--- src/rtl/shared_reg_arbiter_pkg.sv ---
// shared_reg_pkg: lock states, owner-index width helper and size limits for shared_reg_arbiter.
package shared_reg_pkg;
   localparam int MAX_N = 16;
   typedef enum logic {UNLOCKED, LOCKED} lock_state_t;
   function automatic int owner_width(input int n);
      return (n > 1) ? $clog2(n) : 1;
   endfunction
endpackage

--- src/rtl/shared_reg_arbiter_rr_arbiter.sv ---
// rr_arbiter: combinational round-robin pick starting at ptr, via a double-width masked priority encode.
module rr_arbiter
   import shared_reg_pkg::*;
#(
   parameter int N = 4,
   localparam int OW = owner_width(N)
) (
   input  logic [N-1:0]  req,
   input  logic [OW-1:0] ptr,
   output logic [N-1:0]  grant,
   output logic [OW-1:0] grant_idx,
   output logic          any
);
   logic [N-1:0]   w_mask;
   logic [2*N-1:0] w_dbl;
   // Low half holds requests at or above ptr, so the lowest set bit is the round-robin winner.
   always_comb begin
      w_mask    = ~((N'(1) << ptr) - N'(1));
      w_dbl     = {req, req & w_mask};
      grant_idx = '0;
      any       = 1'b0;
      for (int k = 2*N-1; k >= 0; k--)
         if (w_dbl[k]) begin
            any       = 1'b1;
            grant_idx = OW'(k % N);
         end
      grant = any ? (N'(1) << grant_idx) : '0;
   end
endmodule

--- src/rtl/shared_reg_arbiter.sv ---
// shared_reg_arbiter: round-robin writer arbitration with ownership lock for one shared register.
// Define SHARED_REG_PASSTHRU_EN for zero-latency pass-through of the winning write onto the outputs.
module shared_reg_arbiter
   import shared_reg_pkg::*;
#(
   parameter int WIDTH = 32,
   parameter int N = 4,
   localparam int OW = owner_width(N)
) (
   input  logic             clk,
   input  logic             reset,
   input  logic             clr,
   input  logic [N-1:0]     req_valid,
   input  logic [N-1:0]     req_lock,
   input  logic [N*WIDTH-1:0] req_data,
   output logic [N-1:0]     req_ready,
   output logic [WIDTH-1:0] out,
   output logic             out_valid,
   output logic [OW-1:0]    owner,
   output logic             locked
);
   lock_state_t      r_state, w_state_nxt;
   logic [WIDTH-1:0] r_out, w_data;
   logic             r_valid, w_wr, w_arb_any;
   logic [OW-1:0]    r_owner, r_ptr, w_idx, w_arb_idx, w_ptr_nxt;
   logic [N-1:0]     w_arb_grant;

   rr_arbiter #(.N(N)) u_rr (
      .req       (req_valid),
      .ptr       (r_ptr),
      .grant     (w_arb_grant),
      .grant_idx (w_arb_idx),
      .any       (w_arb_any)
   );

   always_comb begin
      w_idx       = (r_state == LOCKED) ? r_owner : w_arb_idx;
      w_wr        = ~clr & ((r_state == LOCKED) ? req_valid[r_owner] : w_arb_any);
      req_ready   = w_wr ? (N'(1) << w_idx) : '0;
      w_data      = req_data[w_idx*WIDTH +: WIDTH];
      w_ptr_nxt   = (w_idx == OW'(N-1)) ? '0 : OW'(w_idx + 1'b1);
      w_state_nxt = clr ? UNLOCKED : w_wr ? (req_lock[w_idx] ? LOCKED : UNLOCKED) : r_state;
   end

   always_ff @(posedge clk)
      if (reset) begin
         r_state <= UNLOCKED;
         r_out   <= '0;
         r_valid <= 1'b0;
         r_owner <= '0;
         r_ptr   <= '0;
      end else begin
         r_state <= w_state_nxt;
         if (clr) begin
            r_out   <= '0;
            r_valid <= 1'b0;
         end else if (w_wr) begin
            r_out   <= w_data;
            r_valid <= 1'b1;
            r_owner <= w_idx;
            if (r_state == UNLOCKED) r_ptr <= w_ptr_nxt;
         end
      end

   assign locked = (r_state == LOCKED);
`ifdef SHARED_REG_PASSTHRU_EN
   assign out       = clr ? '0 : w_wr ? w_data : r_out;
   assign out_valid = ~clr & (w_wr | r_valid);
   assign owner     = w_wr ? w_idx : r_owner;
`else
   assign out       = r_out;
   assign out_valid = r_valid;
   assign owner     = r_owner;
`endif
endmodule
--- config.mk ---
export PLATFORM = sky130hd
export DESIGN_NAME = shared_reg_arbiter
export DESIGN_NICKNAME = d
export VERILOG_FILES = /design/src/rtl/shared_reg_arbiter_pkg.sv /design/src/rtl/shared_reg_arbiter_rr_arbiter.sv /design/src/rtl/shared_reg_arbiter.sv
export SDC_FILE = /design/constraint.sdc
export NUM_CORES = 1
export LEC_CHECK = 0
export ABC_CLOCK_PERIOD_IN_PS = 3800
export CAP_MARGIN = 20
export CORE_ASPECT_RATIO = 0.75
export CORE_MARGIN = 5
export CORE_UTILIZATION = 37
export CTS_CLUSTER_DIAMETER = 100
export DETAILED_ROUTE_END_ITERATION = 12
export PLACE_DENSITY = 0.92
export SLEW_MARGIN = 20
export SYNTH_ARGS = -nofsm -noshare
export SYNTH_HDL_FRONTEND = slang
export SYNTH_HIERARCHICAL = 1
export SYNTH_SLANG_ARGS = --single-unit
export TNS_END_PERCENT = 20
--- constraint.sdc ---
create_clock -name clk -period 3.8 [get_ports clk]
set_clock_uncertainty 0.15 [all_clocks]
set_input_delay 0.38 -clock clk [delete_from_list [all_inputs] [get_ports clk]]
set_output_delay 0.38 -clock clk [all_outputs]
set_load 0.005 [all_outputs]
# After elaboration in Yosys (flattened, before gate mapping)

Index checks and enable logic that the tools add are counted.

Order comparisons: 2
Mux-type cells: 25
Equal/unequal tests: 1
Bitwise logic cells: 5
Add/sub/neg operators: 2
Shifts and indexed selects: 3
Reduce and logical (&&, ||, !) cells: 3

Operator list:

| kind                  | count |
|---|---|
| $shiftx A128 B8 Y32   | 1 |
| $mux W2               | 10 |
| $mux W1               | 12 |
| $shl A1 B2 Y4 const A | 2 |
| $lt A2 B3 Y1 const B  | 2 |
| $and A4 B4 Y4         | 1 |
| $bmux W1 S2           | 2 |
| $mux W4               | 1 |
| $not A4 Y4            | 1 |
| $sub A4 B2 Y4 const B | 1 |
| $reduce_and A3 Y1     | 1 |
| $add A2 B1 Y2 const B | 1 |
| $eq A2 B2 Y1 const B  | 1 |
| $not A1 Y1            | 2 |
| $reduce_and A2 Y1     | 1 |
| $reduce_or A2 Y1      | 1 |
| $and A1 B1 Y1         | 1 |

Register bits: 38
Input bits: 139
Logic and storage cells: 46
Output and inout port bits: 40

# Longest topological paths before layout

Word-level depth: 12
Gate-level depth with buffers: 10
Depth with buffers taken out: 8

# Cells and area by module

Netlist, hierarchy kept.

Modules (own cells, without submodules):

| module             | sequential area each (um2) | times used | area an instance (um2) | cells an instance |
|---|---|---|---|---|
| shared_reg_arbiter | 760.7                      | 1          | 2,218.4                | 154 |
| rr_arbiter         | 0.0                        | 1          | 207.7                  | 31 |

# Least setup slack after synthesis

Ideal clock, no wire load.

Kind: register to register
Start point: register r_ptr[0]
End point: register r_out[10] (netlist: out[10])
Clock period less this slack: 2.351 ns
Cell stages (with the launch flop): 9
Data required time: 3.533 ns
Path slack: 1.449 ns
Arrival time: 2.084 ns
Cells stage by stage: dfxtp_1 nor2_2 o21bai_1 a221oi_2 mux2i_4 inv_4 buf_6 mux4_2 a22o_2

Cells in the longest elaborated chain, start to end: 10
Elaborated cells between the ends (all ways): 16

RTL lines:

| item                     | line                                | text |
|---|---|---|
| start: declaration       | shared_reg_arbiter.sv:25            | `logic [OW-1:0] r_owner, r_ptr, w_idx, w_arb_idx, w_ptr_nxt;` |
| start signal: assignment | shared_reg_arbiter.sv:61            | `if (r_state == UNLOCKED) r_ptr <= w_ptr_nxt;` |
| $shl A1 B2 Y4 (*)        | shared_reg_arbiter_rr_arbiter.sv:18 | `w_mask = ~((N'(1) << ptr) - N'(1));` |
| $sub A4 B2 Y4 (*)        | shared_reg_arbiter_rr_arbiter.sv:18 |  |
| $not A4 Y4 (*)           | shared_reg_arbiter_rr_arbiter.sv:18 |  |
| $and A4 B4 Y4 (*)        | shared_reg_arbiter_rr_arbiter.sv:19 | `w_dbl = {req, req & w_mask};` |
| $mux W2 (3 in series)    | shared_reg_arbiter_rr_arbiter.sv:23 | `if (w_dbl[k]) begin` |
| $mux W2 (*)              | shared_reg_arbiter_rr_arbiter.sv:23 |  |
| named net w_arb_idx[1]   | shared_reg_arbiter.sv:25            |  |
| $mux W2 (*)              | shared_reg_arbiter.sv:37            | `w_idx = (r_state == LOCKED) ? r_owner : w_arb_idx;` |
| $shiftx A128 B8 Y32 (*)  | shared_reg_arbiter.sv:40            | `w_data = req_data[w_idx*WIDTH +: WIDTH];` |
| end signal: assignment   | shared_reg_arbiter.sv:58            | `r_out <= w_data;` |
| end: declaration         | shared_reg_arbiter.sv:23            | `logic [WIDTH-1:0] r_out, w_data;` |

Mark *: on every way through the listed nets, which the timed path passes. The rest lies on a longest branch.
A chain may end at the register's enable or synchronous reset.

# Final worst setup path

Start point: input req_valid[3]
End point: output req_ready[3]

Cells in the longest elaborated chain, start to end: 11
Elaborated cells between the ends (all ways): 24

RTL lines:

| item                      | line                                | text |
|---|---|---|
| start: declaration        | shared_reg_arbiter.sv:13            | `input logic [N-1:0] req_valid,` |
| $mux W2 (4 in series)     | shared_reg_arbiter_rr_arbiter.sv:23 |  |
| $mux W2 (*) (4 in series) | shared_reg_arbiter_rr_arbiter.sv:23 |  |
| named net w_arb_idx[1]    | shared_reg_arbiter.sv:25            |  |
| $mux W2 (*)               | shared_reg_arbiter.sv:37            |  |
| $shl A1 B2 Y4 (*)         | shared_reg_arbiter.sv:39            | `req_ready = w_wr ? (N'(1) << w_idx) : '0;` |
| $mux W4 (*)               | shared_reg_arbiter.sv:39            |  |
| end: declaration          | shared_reg_arbiter.sv:16            | `output logic [N-1:0] req_ready,` |

Mark *: on every way through the listed nets, which the timed path passes. The rest lies on a longest branch. The select of a mux whose other input is x is not followed.

==> results.md <==
- Status: finished clean
- Post-CTS Repair Setup Buffers: 0
- DR WL/cell: 18.9 microns
- Net count after synthesis: 313
- Crit-path cells: clkdlybuf4s50_1 -> o21bai_1 -> a221oi_2 -> mux2i_4 -> inv_4 -> ha_1 -> and2_1 -> clkdlybuf4s50_1
- CP arrival: 2750 ps
- Hold endpoint: out[9]
- WHS: 330 ps
- CP dominant cell by count: clkdlybuf4s50_1
- Count of cells resized by post-cts repair: 0
- Clk_lat worst skew: 270 ps
- Avg Cell Area, Syn: 13.7 sq um
- Fillers: 457
- Highest metal used: met4
- Fmax: 0.305 GHz
- PortBufs: 178
- Final Hold Fails: 0
- ANT nets after route: 0
- Antenna violations before repair: 0
- CTS tree: yes
- Critical path startpoint: req_valid[3]
- Worst path max stage delay: 550 ps
- Rel. slew slack: 64.6%
- LEAKAGE: 0.00157 uW
- TritonCTS Buffers: 5
- Cell Rows: 25
- Met3 Wirelength: 809 microns
- RR Startpoint: r_ptr[1]
- Tmin final: 3280 ps
- Vias in the first global route: 2532
- Die H: 78.8 microns
- Via density per instance: 5.15
- Post-synthesis instance area: 2340 sq um
- Fin nets: 488
- Layout cells sized above 1: 23.7%
- Largest net degree at the start of global routing: 22
- Clock Sinks: 38
- Min-delay src: out[9]
- Setup violators final: 0
- # hold bufs at CTS: 0
- Met2 wire length: 4180 microns
- Hold Path Depth: 1
- Power Density: 332 nW/um^2
- Detailed placement HPWL: 6690 microns
- # diodes: 0
- Critical path fanouts, max: 21
- Total Routing Usage GR: 19.9%
- IR drop worst, VDD: 0.163 mV
- Worst-margin pin slew: 520 ps
- Chip Width: 102 microns
- Global-route wire length before repair: 12400 microns
- Mapped Cells: 170
- R2R cell count: 8
- Core ar.: 6220 sq um
- CTS Root Cell: clkbuf_8
- Iteration-0 DRC Markers: 19
- Crit. End Element: primary output
- Max stage delay cell, worst path: clkdlybuf4s50_1
- Detailed-route DRC error count: 0
- FF-to-FF End: out[27]
- Via count: 2198
- Final WL: 8070 microns
- Setup Crit Path Kind: in -> out
- IO Pins: 179
- Hold Crit Class: reg -> reg
- H-tree depth: 2
- YS warnings: 6
- Flop2flop setup slack: 950 ps
- Length of routed wiring on met1: 3000 microns
- GPL Wtd Cong: 0.804
- Clk slew on worst S/H paths: 70 ps
- P&R area growth vs syn: 82.5%
- Max Cap Violations: 0
- Setup TNS: 0 ps
- Initial Util: 37.5%
- Slew Limit Fails: 0
- Maximum root-to-sink buffer count: 2
- 1st-pass router iterations: 4
- Worst EP required: 3270 ps
- Worst setup SP type: input pin
- Total Die Area: 8020 sq um
- Period utilization: 86.3%
- GRT overflow: 0
- RSZ-0062 raised after global routing: false
## area by class of cell
class	instances	area, sq um	area share [%]
timing repair buffer	185	1830	43.0
multi-input combinational	111	1440	33.8
sequential	38	761	17.8
tap	81	101	2.38
clock buffer	7	76.3	1.79
clock inverter	1	30.0	0.704
inverter	4	17.5	0.411
## critical path, delay by kind of cell
family,cells,cell delay (ps)
multiplexers,1,170
AND/OR/NAND/NOR,1,130
adder cells (fa/ha/maj),1,240
AO/OA/AOI/OAI,2,400
buffers and inverters,3,1400
## stage by stage
stage	util [%]	power [uW]	instances	cell area [sq um]	worst slack [ps]
6_report	68.5	1410	427	4260	522
5_1_grt	68.5	1500	427	4260	355
4_1_cts	68.5	1430	427	4260	521
3_5_place_dp	66.8	1100	419	4160	533
3_3_place_gp	66.8	1080	419	4160	606
2_1_floorplan	-	812	170	2340	1500
## cells in the final DEF (no fill, tap or decap), types with 2 or more instances in the layout
cell / count
a211oi_1: 2
a21oi_1: 5
a221oi_2: 2
a22o_1: 4
a22o_2: 28
and2_1: 4
buf_4: 7
clkbuf_1: 2
clkbuf_8: 5
clkdlybuf4s50_1: 178
dfxtp_1: 38
ha_1: 4
inv_1: 3
mux2i_1: 3
mux2i_4: 2
mux4_2: 33
nand2_1: 6
nor2_1: 4
o21ai_0: 2
o21bai_1: 2
## per-layer routing
layer | up-vias | GRT usage, %
met2 | 108 | 37.5
met4 | 0 | 3.59
met1 | 1041 | 21.1
li1 | 1041 | -
met3 | 8 | 7.37
met5 | - | 0
## power breakdown
| part | total, uW | switching, uW | internal (uW) |
|---|---|---|---|
| sequential | 477 | 34.0 | 443 |
| combinational | 608 | 208 | 401 |
| clock | 329 | 133 | 196 |
## worst max path at each step
stage              endpoint  slack (ps)  cells after the start
2_1_floorplan       out[10]        1500                      9
3_3_place_gp   req_ready[1]         610                      9
3_5_place_dp        out[27]         530                      8
4_1_cts        req_ready[3]         520                      8
5_1_grt        req_ready[3]         350                      8
6_report       req_ready[3]         520                      8
## state kept, by name (all words and copies together) (netlist names)
signal	flops
locked	1
out	32
owner	2
r_ptr	2
out_valid	1
Note: power is estimated with default switching activity, not from simulation.
